$ cat src/rtl/wb_arbiter.sv
// wb_arbiter: merges the ALU and load/store result streams onto the single regfile write port.
// Ports:
//   clk, rst_n                  clock (posedge), asynchronous active-low reset
//   alu_valid/alu_rd/alu_data   single-cycle ALU result, never back-pressured
//   alu_stall                   registered; core must keep alu_valid low while it is high
//   ls_valid/ls_ready/ls_rd/ls_data  load/store result handshake into the LS FIFO
//   rf_we_n/rf_rd/rf_wd         registered regfile write port (we active-low)
//   pending_mask                one bit per register targeted by a live queued LS result
//   err                         sticky: alu_valid seen while alu_stall was high
module wb_arbiter #(
  parameter int DEPTH      = 2,
  parameter int STARVE_MAX = 4
) (
  input  logic        clk,
  input  logic        rst_n,
  input  logic        alu_valid,
  input  logic [4:0]  alu_rd,
  input  logic [31:0] alu_data,
  output logic        alu_stall,
  input  logic        ls_valid,
  output logic        ls_ready,
  input  logic [4:0]  ls_rd,
  input  logic [31:0] ls_data,
  output logic        rf_we_n,
  output logic [4:0]  rf_rd,
  output logic [31:0] rf_wd,
  output logic [31:0] pending_mask,
  output logic        err
);
  localparam int AW = $clog2(DEPTH);
  localparam int CW = $clog2(STARVE_MAX + 1);
  localparam logic [CW-1:0] CMAX = CW'(STARVE_MAX);
  logic [AW:0]        wp_q, wp_d, rp_q, rp_d;
  logic [DEPTH-1:0]   live_q, live_d;
  logic [4:0]         rd_q [DEPTH];
  logic [4:0]         rd_d [DEPTH];
  logic [31:0]        dat_q [DEPTH];
  logic [31:0]        dat_d [DEPTH];
  logic [CW-1:0]      cnt_q, cnt_d;
  logic               stall_q, stall_d, err_q, err_d, we_n_q, we_n_d;
  logic [4:0]         rf_rd_q, rf_rd_d;
  logic [31:0]        rf_wd_q, rf_wd_d;
  logic               empty, full, alu_wr, head_live, pop, push, ls_wr;
  logic [AW-1:0]      hi, ti;

  always_comb begin
    empty     = wp_q == rp_q;
    full      = (wp_q[AW] != rp_q[AW]) && (wp_q[AW-1:0] == rp_q[AW-1:0]);
    hi        = rp_q[AW-1:0];
    ti        = wp_q[AW-1:0];
    alu_wr    = alu_valid && alu_rd != 5'd0;
    head_live = !empty && live_q[hi];
    // any head (live or killed) leaves the FIFO whenever the ALU does not own the port
    pop       = !empty && !alu_wr;
    ls_wr     = pop && head_live;
    // rd==0 results and results overwritten by a same-cycle younger ALU write are dropped
    push      = ls_valid && !full && ls_rd != 5'd0 && !(alu_wr && alu_rd == ls_rd);
    live_d    = live_q;
    rd_d      = rd_q;
    dat_d     = dat_q;
    for (int i = 0; i < DEPTH; i++)
      if (alu_wr && rd_q[i] == alu_rd) live_d[i] = 1'b0;
    if (pop) live_d[hi] = 1'b0;
    if (push) begin
      live_d[ti] = 1'b1;
      rd_d[ti]   = ls_rd;
      dat_d[ti]  = ls_data;
    end
    wp_d    = wp_q + {{AW{1'b0}}, push};
    rp_d    = rp_q + {{AW{1'b0}}, pop};
    we_n_d  = !(alu_wr || ls_wr);
    rf_rd_d = alu_wr ? alu_rd : ls_wr ? rd_q[hi] : rf_rd_q;
    rf_wd_d = alu_wr ? alu_data : ls_wr ? dat_q[hi] : rf_wd_q;
    cnt_d   = (pop || !head_live) ? '0 : (cnt_q == CMAX) ? cnt_q : cnt_q + 1'b1;
    // never two stall cycles in a row, so a compliant core always gets the slot back
    stall_d = cnt_d == CMAX && !stall_q;
    err_d   = err_q || (alu_valid && stall_q);
  end

  always_comb begin
    pending_mask = '0;
    for (int i = 0; i < DEPTH; i++)
      if (live_q[i]) pending_mask[rd_q[i]] = 1'b1;
    pending_mask[0] = 1'b0;
  end

  always_ff @(posedge clk or negedge rst_n) begin
    if (!rst_n) begin
      wp_q    <= '0;
      rp_q    <= '0;
      live_q  <= '0;
      rd_q    <= '{default: '0};
      dat_q   <= '{default: '0};
      cnt_q   <= '0;
      stall_q <= 1'b0;
      err_q   <= 1'b0;
      we_n_q  <= 1'b1;
      rf_rd_q <= '0;
      rf_wd_q <= '0;
    end else begin
      wp_q    <= wp_d;
      rp_q    <= rp_d;
      live_q  <= live_d;
      rd_q    <= rd_d;
      dat_q   <= dat_d;
      cnt_q   <= cnt_d;
      stall_q <= stall_d;
      err_q   <= err_d;
      we_n_q  <= we_n_d;
      rf_rd_q <= rf_rd_d;
      rf_wd_q <= rf_wd_d;
    end
  end

  assign ls_ready  = !full;
  assign alu_stall = stall_q;
  assign err       = err_q;
  assign rf_we_n   = we_n_q;
  assign rf_rd     = rf_rd_q;
  assign rf_wd     = rf_wd_q;
endmodule
$ cat config.mk
export PLATFORM = sky130hd
export DESIGN_NAME = wb_arbiter
export DESIGN_NICKNAME = d
export VERILOG_FILES = /design/src/rtl/wb_arbiter.sv
export SDC_FILE = /design/constraint.sdc
export NUM_CORES = 1
export LEC_CHECK = 0
export CORE_MARGIN = 5
export CORE_UTILIZATION = 30
export DETAILED_ROUTE_END_ITERATION = 8
export GPL_TIMING_DRIVEN = 0
export SLEW_MARGIN = 20
export SYNTH_ARGS = -nofsm -noshare
export SYNTH_HDL_FRONTEND = slang
export SYNTH_SLANG_ARGS = --single-unit
export TNS_END_PERCENT = 50
$ cat constraint.sdc
create_clock -name clk -period 3.3 [get_ports clk]
set_input_delay 0.495 -clock clk [delete_from_list [all_inputs] [get_ports clk]]
set_output_delay 0.495 -clock clk [all_outputs]
set_load 0.05 [all_outputs]
==> flow_summary.json <==
{
  "outcome": "finished clean",
  "criticalPathCategory": "reg -> out",
  "htreeDepth": 4,
  "fin_cells": 952,
  "max_freq_mhz": 312,
  "timing.hold.ws_ns": 0.0497,
  "dr.pass1.iters": 5,
  "period_share": 0.972,
  "fin_crit_ns": 3.21,
  "syn_to_final_growth_pct": 40.3,
  "final_max_slew_viol_count": 0,
  "rsz0062_at_grt": "false",
  "ys_seq_elements": 123,
  "final_layout_size_suffix_gt1_frac": 0.252,
  "worstRegToRegCells": 9,
  "crit_path_max_fanout": 10,
  "min_path_type": "in -> async",
  "syn_area_um2": 6050,
  "setup_tns_ns": 0,
  "synth_cell_types": 36,
  "synthTopCellsByArea": "dfrtp_1, mux2_2, mux2i_1",
  "avgSynthCellArea_um2": 12.0,
  "synthCells": 504,
  "nets": 752,
  "cts_buffers": 17,
  "cts_sinks": 123,
  "internal_power_mw": 5.71,
  "swShare": 0.416,
  "fp.dieH_um": 152,
  "required_ns": 2.80,
  "cts-root-buf": "clkbuf_16",
  "synth_top_area_cell": "dfrtp_1",
  "tightest_slew_ns": 0.693,
  "post-place-ws_ns": -0.781,
  "power_frac_comb": 0.535,
  "maxSlewHeadroom": 0.538,
  "grt-ovfl-total": 0,
  "std_cell_rows": 52,
  "groute.usage.overall": 0.147,
  "fin_worst_skew_ns": 0.00780,
  "pwr-share-clk": 0.193,
  "dp_cells": 921,
  "fin_ws_ns": 0.0938,
  "clk_pin_slew_ns": 0.06,
  "cap_violations": 0,
  "synth-seq-area-share": 0.509,
  "die_w_um": 152,
  "irDropWorstVdd_v": 0.000484,
  "portBuffers": 146,
  "setup_viol": 0,
  "ys_warn_count": 0,
  "power_frac_seq": 0.272,
  "clockBufferDepth": 2,
  "nFillCells": 1923,
  "hpwlAfterDp_um": 12400,
  "vias_per_cell": 4.82,
  "routed-via-count": 4584,
  "grt_pass1_vias": 5076,
  "worst-r2r-setup-slack_ns": 0.56,
  "yosys.area.top_type_share": 0.505,
  "detail_route.wl_per_cell_um": 17.7,
  "dieArea_um2": 23100,
  "synth_fp_nets": 587,
  "hold_viol_final": 0,
  "p_leak_nw": 3.43,
  "core_area_um2": 20000,
  "ios": 151,
  "worst_setup_path_start_kind": "flop",
  "cts_tree": "built",
  "grt_max_degree": 64,
  "arrival_ns": 2.71,
  "place.gp.congestion": 0.869,
  "grt_pass1_wl_um": 27500,
  "post_cts_buffers": 0,
  "r2r_start": "rp_q[0]",
  "diodes": 0,
  "drtIter0Drc": 249,
  "timing.rr.end": "rd_q[0]",
  "antenna_found_initial": 0,
  "wirelength_um": 16800,
  "p_sw_mw": 4.06,
  "drc_errors": 0,
  "ant_nets": 0,
  "worstSkewPairLatency_ns": 0.41,
  "setup.worst_path.end_class": "primary output",
  "floorplan.initialDensity": 0.302,
  "p_per_area_nw_per_um2": 1150
}
worst max path at each step:
| stage | from | endpoint | slack, ns | cells past startpoint |
|---|---|---|---|---|
| 6_report | rd_q[4] | pending_mask[18] | 0.09 | 4 |
| 5_1_grt | rd_q[4] | pending_mask[18] | 0.003 | 4 |
| 4_1_cts | alu_rd[1] | dat_q[54] | 0.03 | 8 |
| 3_5_place_dp | alu_rd[1] | dat_q[33] | -0.78 | 9 |
| 3_3_place_gp | rst_n | dat_q[0] | -2.91 | 1 |
| 2_1_floorplan | alu_rd[2] | dat_q[0] | 0.41 | 9 |
power by group through the flow:
| stage | registers [mW] | clock network [mW] | logic (mW) |
|---|---|---|---|
| after global placement | 2.64 | 0 | 5.13 |
| after detailed placement | 2.68 | 0 | 5.27 |
| after CTS | 2.67 | 1.93 | 5.29 |
| after global routing | 2.76 | 2.00 | 5.58 |
| final | 2.66 | 1.89 | 5.22 |
| after floorplan | 3.39 | 0 | 2.97 |
repair_timing:
item	in CTS	in global routing
hold buffers	0	0
setup endpoints to repair	50	20
pin swaps	0	0
resized for setup	5	4
sequential cells by signal (all words and copies together) (netlist names):
name / count
wp_q: 2
rf_rd: 5
err: 1
live_q: 2
cnt_q: 3
rf_wd: 32
alu_stall: 1
rf_we_n: 1
rd_q: 10
dat_q: 64
rp_q: 2
through the flow:
| step | power, mW | utilization | cell area (um2) |
|---|---|---|---|
| 6_report | 9.76 | 0.423 | 8480 |
| 5_1_grt | 10.3 | 0.423 | 8480 |
| 4_1_cts | 9.89 | 0.423 | 8480 |
| 3_5_place_dp | 7.94 | 0.393 | 7880 |
| 3_3_place_gp | 7.77 | 0.392 | 7850 |
| 2_1_floorplan | 6.37 | - | 6050 |
worst max-delay path, cell delays in order, from the launching register on:
cell	delay, ns
dfrtp_1	0.35
clkbuf_1	0.37
or3b_2	0.54
o22ai_1	0.19
clkdlybuf4s50_1	0.85
per-layer routing:
metal,track usage,vias up,routed length (um)
li1,-,2154,-
met1,0.180,2263,7290
met2,0.251,149,8390
met3,0.0458,18,940
met4,0.0420,0,221
met5,0,-,0
layout make-up:
cell class                 count  area [um2]  share of cell area
tap                          270         338              0.0398
timing repair buffer         147        1490               0.176
buffer                        41         199              0.0234
clock buffer                  18         429              0.0506
sequential                   123        3080               0.363
clock inverter                14         173              0.0204
multi-input combinational    335        2760               0.325
inverter                       4        15.0             0.00177
cell families (layout without fill, tap and decap cells):
kind of cell	Yosys count	after routing	share of synthesized area
flip-flops	123	123	0.509
multiplexers	149	149	0.270
XOR/XNOR	20	20	0.0290
other	1	1	0.000620
AND/OR/NAND/NOR	81	81	0.0695
AO/OA/AOI/OAI	79	79	0.0770
adder cells (fa/ha/maj)	5	5	0.0103
buffers and inverters	46	224	0.0348
synth_stat cells:
| cell type | instances |
|---|---|
| o21a_1 | 2 |
| o32ai_1 | 2 |
| nor4_1 | 3 |
| o31ai_2 | 1 |
| xnor2_1 | 10 |
| o21ai_0 | 1 |
| or3b_1 | 2 |
| or4_1 | 1 |
| or3_1 | 2 |
| inv_1 | 4 |
| buf_2 | 9 |
| conb_1 | 1 |
| a21o_1 | 1 |
| nor2_1 | 6 |
| o211ai_1 | 1 |
| buf_1 | 2 |
| ha_1 | 5 |
| o2111a_1 | 1 |
| nand3b_1 | 11 |
| mux2_2 | 112 |
| or3b_2 | 4 |
| or4_4 | 1 |
| dfstp_2 | 1 |
| nand3_1 | 7 |
| o22ai_1 | 31 |
| buf_4 | 1 |
| nor4b_1 | 1 |
| o21ai_1 | 39 |
| clkbuf_1 | 27 |
| mux2i_1 | 37 |
| dfrtp_1 | 122 |
| xor2_1 | 10 |
| nand2_1 | 40 |
| and3_1 | 2 |
| buf_6 | 3 |
| nand2b_1 | 1 |
cell usage in the layout, fill, tap and decap left out, drive strengths merged, types with 10 or more instances in the layout:
cell	Yosys	final
buf	15	17
clkbuf	27	44
clkdlybuf4s50	0	145
dfrtp	122	122
mux2	112	112
mux2i	37	37
nand2	40	40
nand3b	11	11
o21ai	40	40
o22ai	31	31
xnor2	10	10
xor2	10	10
No activity file was read; power rests on OpenSTA's default activity.
